## config.mk

```make
export PLATFORM = sky130hd
export DESIGN_NAME = scan_chain_shifter_flat
export DESIGN_NICKNAME = d
export VERILOG_FILES = /design/src/rtl/scan_chain_shifter_if.sv /design/src/rtl/scan_chain_shifter.sv /design/src/flat_wrapper.sv
export SDC_FILE = /design/constraint.sdc
export NUM_CORES = 1
export LEC_CHECK = 0
export ABC_AREA = 1
export ABC_CLOCK_PERIOD_IN_PS = 7150
export CAP_MARGIN = 40
export CORE_UTILIZATION = 37
export CTS_CLUSTER_SIZE = 30
export DETAILED_ROUTE_END_ITERATION = 10
export SYNTH_ARGS = -nofsm -noshare
export SYNTH_HDL_FRONTEND = slang
export SYNTH_SLANG_ARGS = --single-unit
```

## constraint.sdc

```tcl
create_clock -name pl_clk1 -period 7.15 [get_ports pl_clk1]
set_clock_uncertainty 0.15 [all_clocks]
set_input_delay 0.715 -clock pl_clk1 [delete_from_list [all_inputs] [get_ports pl_clk1]]
set_output_delay 0.715 -clock pl_clk1 [all_outputs]
set_load 0.01 [all_outputs]
```

## src/rtl/scan_chain_shifter_if.sv

```systemverilog
// Command, TX-write and RX-read bus of the scan-chain shifter.
// master = SW register side, slave = shifter.
interface scan_chain_shifter_if #(
    parameter int DEPTH = 4
);
    localparam int AW = (DEPTH > 1) ? $clog2(DEPTH) : 1;

    logic          cmd_valid;
    logic          cmd_ready;
    logic [31:0]   cmd_data;
    logic          tx_wr_en;
    logic [AW-1:0] tx_wr_addr;
    logic [31:0]   tx_wr_data;
    logic [AW-1:0] rx_rd_addr;
    logic [31:0]   rx_rd_data;

    modport master (
        output cmd_valid, cmd_data, tx_wr_en, tx_wr_addr, tx_wr_data, rx_rd_addr,
        input  cmd_ready, rx_rd_data
    );

    modport slave (
        input  cmd_valid, cmd_data, tx_wr_en, tx_wr_addr, tx_wr_data, rx_rd_addr,
        output cmd_ready, rx_rd_data
    );
endinterface

```

## src/rtl/scan_chain_shifter.sv

```systemverilog
// Scan-chain engine: serialises the TX buffer LSB-first onto scan_in, drives
// bxclk and scan_load, and captures scan_out into the RX buffer.
// Optional: SCAN_CHAIN_SHIFTER_LOOPBACK_EN lets cmd_data[22] route the
// registered scan_in into the capture path instead of scan_out.
module scan_chain_shifter #(
    parameter int DEPTH   = 4,
    parameter int NBITS_W = 12
) (
    input  logic               pl_clk1,
    input  logic               reset,
    scan_chain_shifter_if.slave bus,
    output logic               busy,
    output logic               done,
    output logic [NBITS_W-1:0] bit_cnt,
    output logic               scan_in,
    output logic               scan_load,
    output logic               bxclk,
    input  logic               scan_out
);
    localparam int TOTAL = DEPTH * 32;
    localparam int IW    = $clog2(TOTAL);

    typedef enum logic [2:0] {IDLE, LOAD_PRE, SHIFT_LO, SHIFT_HI, LOAD_POST, DONE} state_t;

    state_t             state;
    logic [TOTAL-1:0]   tx_bits;
    logic [TOTAL-1:0]   rx_bits;
    logic [NBITS_W-1:0] nbits_q, nbits_in, cnt_nxt;
    logic [7:0]         half_q, half_in, hcnt;
    logic               pre_in, post_in, post_q, lb_q;
    logic               accept, cap_bit;

    assign accept   = bus.cmd_valid && bus.cmd_ready;
    assign nbits_in = (bus.cmd_data[NBITS_W-1:0] > NBITS_W'(TOTAL)) ? NBITS_W'(TOTAL)
                                                                    : bus.cmd_data[NBITS_W-1:0];
    assign half_in  = (bus.cmd_data[19:12] == 8'd0) ? 8'd1 : bus.cmd_data[19:12];
    assign pre_in   = bus.cmd_data[20];
    assign post_in  = bus.cmd_data[21];
    assign cnt_nxt  = bit_cnt + NBITS_W'(1);

`ifdef SCAN_CHAIN_SHIFTER_LOOPBACK_EN
    // Loopback captures what we actually drove, so it checks the TX path end to end.
    assign cap_bit = lb_q ? scan_in : scan_out;
    logic unused_bits;
    assign unused_bits = ^bus.cmd_data[31:23];
`else
    assign cap_bit = scan_out;
    logic unused_bits;
    assign unused_bits = ^{bus.cmd_data[31:23], lb_q};
`endif

    // TX buffer: SW writes only while idle so a running shift sees stable data.
    always_ff @(posedge pl_clk1) begin
        if (bus.tx_wr_en && !busy)
            tx_bits[{bus.tx_wr_addr, 5'd0} +: 32] <= bus.tx_wr_data;
    end

    // RX read port, one cycle latency; partial data is visible while busy.
    always_ff @(posedge pl_clk1) begin
        if (reset) bus.rx_rd_data <= 32'd0;
        else       bus.rx_rd_data <= rx_bits[{bus.rx_rd_addr, 5'd0} +: 32];
    end

    // Control FSM; every pin-facing output is set on the transition into its state.
    always_ff @(posedge pl_clk1) begin
        if (reset) begin
            state         <= IDLE;
            bus.cmd_ready <= 1'b1;
            busy          <= 1'b0;
            done          <= 1'b0;
            bit_cnt       <= '0;
            scan_in       <= 1'b0;
            scan_load     <= 1'b0;
            bxclk         <= 1'b0;
            hcnt          <= 8'd0;
            nbits_q       <= '0;
            half_q        <= 8'd1;
            post_q        <= 1'b0;
            lb_q          <= 1'b0;
        end else begin
            case (state)
                IDLE: if (accept) begin
                    bus.cmd_ready <= 1'b0;
                    busy          <= 1'b1;
                    done          <= 1'b0;
                    bit_cnt       <= '0;
                    nbits_q       <= nbits_in;
                    half_q        <= half_in;
                    post_q        <= post_in;
                    lb_q          <= bus.cmd_data[22];
                    hcnt          <= half_in - 8'd1;
                    if (pre_in) begin
                        state <= LOAD_PRE; scan_load <= 1'b1;
                    end else if (nbits_in != '0) begin
                        state <= SHIFT_LO; scan_in <= tx_bits[0];
                    end else if (post_in) begin
                        state <= LOAD_POST; scan_load <= 1'b1;
                    end else begin
                        state <= DONE;
                    end
                end
                LOAD_PRE: if (hcnt != 8'd0) hcnt <= hcnt - 8'd1;
                else begin
                    scan_load <= 1'b0;
                    hcnt      <= half_q - 8'd1;
                    if (nbits_q != '0) begin
                        state <= SHIFT_LO; scan_in <= tx_bits[0];
                    end else if (post_q) begin
                        state <= LOAD_POST; scan_load <= 1'b1;
                    end else begin
                        state <= DONE;
                    end
                end
                SHIFT_LO: if (hcnt != 8'd0) hcnt <= hcnt - 8'd1;
                else begin
                    state <= SHIFT_HI;
                    bxclk <= 1'b1;
                    hcnt  <= half_q - 8'd1;
                end
                SHIFT_HI: if (hcnt != 8'd0) hcnt <= hcnt - 8'd1;
                else begin
                    // Capture on the last high cycle, just before the falling edge.
                    bxclk                   <= 1'b0;
                    rx_bits[bit_cnt[IW-1:0]] <= cap_bit;
                    bit_cnt                 <= cnt_nxt;
                    hcnt                    <= half_q - 8'd1;
                    if (cnt_nxt < nbits_q) begin
                        state <= SHIFT_LO; scan_in <= tx_bits[cnt_nxt[IW-1:0]];
                    end else if (post_q) begin
                        state <= LOAD_POST; scan_load <= 1'b1;
                    end else begin
                        state <= DONE;
                    end
                end
                LOAD_POST: if (hcnt != 8'd0) hcnt <= hcnt - 8'd1;
                else begin
                    scan_load <= 1'b0;
                    state     <= DONE;
                end
                DONE: begin
                    state         <= IDLE;
                    done          <= 1'b1;
                    busy          <= 1'b0;
                    bus.cmd_ready <= 1'b1;
                    scan_in       <= 1'b0;
                end
                default: state <= IDLE;
            endcase
        end
    end
endmodule

```

## src/flat_wrapper.sv

```systemverilog
// flat-port wrapper written by rule: the top's interface ports become plain ports
module scan_chain_shifter_flat 
#(
    parameter int DEPTH   = 4,
    parameter int NBITS_W = 12
)
  (pl_clk1, reset, busy, done, bit_cnt, scan_in, scan_load, bxclk, scan_out, bus_cmd_valid, bus_cmd_data, bus_tx_wr_en, bus_tx_wr_addr, bus_tx_wr_data, bus_rx_rd_addr, bus_cmd_ready, bus_rx_rd_data);
  scan_chain_shifter_if #(.DEPTH(DEPTH)) bus_i ();
  input  logic pl_clk1;
  input  logic reset;
  output logic busy;
  output logic done;
  output logic [NBITS_W-1:0] bit_cnt;
  output logic scan_in;
  output logic scan_load;
  output logic bxclk;
  input  logic scan_out;
  input wire logic [$bits(bus_i.cmd_valid)-1:0] bus_cmd_valid;
  input wire logic [$bits(bus_i.cmd_data)-1:0] bus_cmd_data;
  input wire logic [$bits(bus_i.tx_wr_en)-1:0] bus_tx_wr_en;
  input wire logic [$bits(bus_i.tx_wr_addr)-1:0] bus_tx_wr_addr;
  input wire logic [$bits(bus_i.tx_wr_data)-1:0] bus_tx_wr_data;
  input wire logic [$bits(bus_i.rx_rd_addr)-1:0] bus_rx_rd_addr;
  output wire logic [$bits(bus_i.cmd_ready)-1:0] bus_cmd_ready;
  output wire logic [$bits(bus_i.rx_rd_data)-1:0] bus_rx_rd_data;
  assign bus_i.cmd_valid = bus_cmd_valid;
  assign bus_i.cmd_data = bus_cmd_data;
  assign bus_i.tx_wr_en = bus_tx_wr_en;
  assign bus_i.tx_wr_addr = bus_tx_wr_addr;
  assign bus_i.tx_wr_data = bus_tx_wr_data;
  assign bus_i.rx_rd_addr = bus_rx_rd_addr;
  assign bus_cmd_ready = bus_i.cmd_ready;
  assign bus_rx_rd_data = bus_i.rx_rd_data;
  scan_chain_shifter #(.DEPTH(DEPTH), .NBITS_W(NBITS_W)) u_core (.pl_clk1(pl_clk1), .reset(reset), .bus(bus_i), .busy(busy), .done(done), .bit_cnt(bit_cnt), .scan_in(scan_in), .scan_load(scan_load), .bxclk(bxclk), .scan_out(scan_out));
endmodule
```

==> impl_metrics.yaml <==
global_route:
  global_route_wire_length_before_repair_um: 61800
  grt_overflow: 0
  initial_antenna_violation_count: 0
  largest_net_degree_at_the_start_of_global_routing: 87
  grt_util_all_layers: 0.1813
  via_count_of_the_first_global_routing_pass: 11520
die:
  die_outline_area_um2: 43080
  die_height_um: 207.6
  io-pin-count: 123
  row_count: 74
  floorplan.core_area_um2: 41290
  die_w_um: 207.6
  initial_cell_density_of_the_core: 0.3786
layout:
  design_area_um2: 18460
  drive_above_1_share: 0.06048
  flow.area_growth_from_synthesis_pct: 18.05
  antenna-diode-count: 0
  finalNetCount: 1916
  finish.utilization: 0.4469
  fillCellCount: 3946
  layout.cells.non_filler: 2384
synthesis:
  synth.net_count: 1823
  register_bit_total_from_synthesis: 338
  yosys_synthesis_warning_count: 0
  synthesized_area_per_cell_um2: 9.037
  synthDominantCellAreaShare: 0.4917
  netlist_top_cells_count: "441 x sky130_fd_sc_hd__nor2_1, 258 x sky130_fd_sc_hd__nand2_1, 256 x sky130_fd_sc_hd__edfxtp_1"
  netlist.top_cell.by_area: "sky130_fd_sc_hd__edfxtp_1"
  synthCells: 1730
  seq_area_frac_synth: 0.5967
  synth_most_common_cell: "sky130_fd_sc_hd__nor2_1"
  synth_area_um2: 15630
  ys_types: 43
  dominantRegCellSynth: "sky130_fd_sc_hd__edfxtp_1"
  synth_edf_count: 256
  ys_async_sr_fraction: 0
  yosys-top-cells-area: "sky130_fd_sc_hd__edfxtp_1 49%, sky130_fd_sc_hd__nor2_1 11%, sky130_fd_sc_hd__dfxtp_1 11%"
detailed_routing:
  vias_per_cell: 5.013
  routed_wire_per_std_cell_um: 16.22
  post-route-drc-count: 0
  detailroute.via_count: 11950
  drt_pre_antenna_iters: 7
  detail_route.iter0.violations: 836
  post_route_ant_nets: 0
  drt_wl_total_um: 38680
cts:
  count_of_h_tree_levels_built_during_cts: 2
  clk_pin_slew_ns: 0.06
  tritoncts_buffer_count: 38
  clock_tree.buffer_depth: 3
  clock-root-buffer: "sky130_fd_sc_hd__clkbuf_16"
  post_cts_resized: 0
  postCtsHoldBufs: 0
  clock_insertion_delay_worst_skew_ns: 0.57
  clock_sinks: 338
  postCtsSetupRepairBufs: 0
  cts_tree: "yes"
power_and_ir_drop:
  vdd_drop_max_mv: 0.1585
  p_sw_frac: 0.3134
  power_density_nw_per_um2: 288.8
  p_leak_nw: 6.965
  power_frac_clock: 0.351
  total_power_consumption_w: 0.005329
  pwr-share-seq: 0.432
  power.combinational.fraction: 0.217
  net_switching_power_of_the_design_w: 0.001670
  cellInternalPower_w: 0.003659
worst_setup_path:
  timing.critical_path.slowest_cell_delay_ns: 0.80
  timing.critical_path.required_ns: 7.31
  worst_ep_arrival_time_ns: 3.98
  worst_setup_path_category: "input pin to register"
  critPathLaunch: "bus_tx_wr_addr[0]"
  critical_path.cell_chain: "clkdlybuf4s50_1 -> inv_1 -> ha_1 -> buf_4 -> clkinv_1 -> buf_4 -> nand3_1 -> buf_4 -> nor2_1"
  critical-path-slowest-cell: "sky130_fd_sc_hd__clkdlybuf4s50_1"
  worstPathMaxFanout: 25
  r2r_cells: 17
  endpoint_kind: "register"
  path_common_cell: "sky130_fd_sc_hd__buf_4"
  critPathLaunchType: "input pin"
  critical_path.reg2reg.startpoint: "u_core.bit_cnt[0]"
worst_hold_path:
  min_delay_path_depth: 2
  hold_start: "u_core.nbits_q[10]"
  holdCritPathClass: "register to register"
sta:
  slew_headroom: 0.4369
  max_slew.worst_pin.slew_ns: 0.8446
  rsz0062_at_grt: "false"
  maxSlewViolCount: 0
  finalCritPeriodShare: 0.5346
  report.final.hold_viol_count: 0
  setup_total_negative_slack_ns: 0
  final.min_clock_period_ns: 3.822
  fmax_mhz: 261.6
  report.final.setup_viol: 0
placement:
  dpl_cell_area_um2: 17260
  dp.cells: 2314
  hpwlAfterDp_um: 24260
  globalplace.congestion: 0.8316
  number_of_port_buffers: 112
outcome:
  outcome: "finished, final reports clean"
flow_run:
  timing.max_cap.violations: 0
-- final timing paths --
path	endpoint	slack, ns
min reg2reg	u_core.nbits_q[10]	0.31
max reg2reg	u_core.scan_in	3.38
min	u_core.nbits_q[10]	0.31
max	u_core.tx_bits[0]	3.33
-- metrics by stage --
step / hold slack, ns / setup WS [ns]
global route: 0.3276 / 3.078
detailed placement: 0.3000 / 2.750
finish: 0.3080 / 3.328
global placement: 0.2953 / 2.816
CTS: 0.3094 / 3.356
floorplan: 0.2859 / 3.999
-- layout by cell type (no fill, tap or decap), types with 4 or more instances in the layout --
| master | count |
|---|---|
| sky130_fd_sc_hd__a21oi_1 | 74 |
| sky130_fd_sc_hd__edfxtp_1 | 256 |
| sky130_fd_sc_hd__nor2_2 | 6 |
| sky130_fd_sc_hd__inv_2 | 6 |
| sky130_fd_sc_hd__nand3_4 | 6 |
| sky130_fd_sc_hd__o21ai_0 | 126 |
| sky130_fd_sc_hd__o211ai_1 | 5 |
| sky130_fd_sc_hd__clkdlybuf4s50_1 | 108 |
| sky130_fd_sc_hd__nand4_1 | 7 |
| sky130_fd_sc_hd__a211oi_1 | 7 |
| sky130_fd_sc_hd__nand2_1 | 258 |
| sky130_fd_sc_hd__clkbuf_1 | 12 |
| sky130_fd_sc_hd__xor2_1 | 13 |
| sky130_fd_sc_hd__inv_1 | 145 |
| sky130_fd_sc_hd__clkinv_2 | 6 |
| sky130_fd_sc_hd__nand3_1 | 109 |
| sky130_fd_sc_hd__buf_2 | 4 |
| sky130_fd_sc_hd__clkbuf_16 | 38 |
| sky130_fd_sc_hd__dfxtp_1 | 81 |
| sky130_fd_sc_hd__clkinv_1 | 8 |
| sky130_fd_sc_hd__nor2_1 | 437 |
| sky130_fd_sc_hd__ha_1 | 20 |
| sky130_fd_sc_hd__nor3_1 | 54 |
| sky130_fd_sc_hd__buf_4 | 19 |
| sky130_fd_sc_hd__nand3b_1 | 4 |
-- area by class of cell --
type                       instances  area, um2  share of cell area
multi-input combinational       1154       5369              0.2909
timing repair buffer             135       1308             0.07085
tap                              532      665.6             0.03607
sequential                       338       9330              0.5056
clock buffer                      53       1037             0.05620
inverter                         156      593.1             0.03214
clock inverter                    16      152.6            0.008271
-- metal layers --
metal  up-vias  track usage  share of wire
met4         0      0.05764          0.021
li1       5917            -              -
met5         -            0              0
met1      5657       0.2430           0.45
met3        58      0.02874          0.058
met2       319       0.3002           0.47
-- state kept, by name, summed over array words and instances (netlist names) --
| signal | flops |
|---|---|
| u_core.bus.rx_rd_data | 32 |
| u_core.state | 3 |
| u_core.post_q | 1 |
| u_core.scan_load | 1 |
| u_core.bxclk | 1 |
| u_core.rx_bits | 128 |
| u_core.scan_in | 1 |
| u_core.half_q | 8 |
| u_core.hcnt | 8 |
| u_core.tx_bits | 128 |
| u_core.done | 1 |
| u_core.bit_cnt | 12 |
| u_core.busy | 1 |
| u_core.bus.cmd_ready | 1 |
| u_core.nbits_q | 12 |
-- cells by family (layout without fill, tap and decap cells) --
family                   after synthesis  in the layout  synth area share
AO/OA/AOI/OAI                        225            225           0.07595
XOR/XNOR                              16             16          0.008964
adder cells (fa/ha/maj)               20             20           0.01601
buffers and inverters                238            360           0.06098
flip-flops                           338            338            0.5967
AND/OR/NAND/NOR                      893            893            0.2414
-- critical path, delay by kind of cell --
kind | cells | cell delay [ns]
adders and majority gates | 1 | 0.33
and+or+nand+nor | 2 | 0.59
buffers and inverters | 6 | 2.32
-- power by group through the flow --
stage / Clock (W) / Sequential [W] / Combinational, W
floorplan: 0 / 0.00234 / 0.000753
global placement: 0 / 0.00234 / 0.00113
detailed placement: 0 / 0.00234 / 0.00115
CTS: 0.00190 / 0.00230 / 0.00116
global route: 0.00197 / 0.00231 / 0.00129
finish: 0.00187 / 0.00230 / 0.00116
Note: power is estimated with default switching activity, not from simulation.
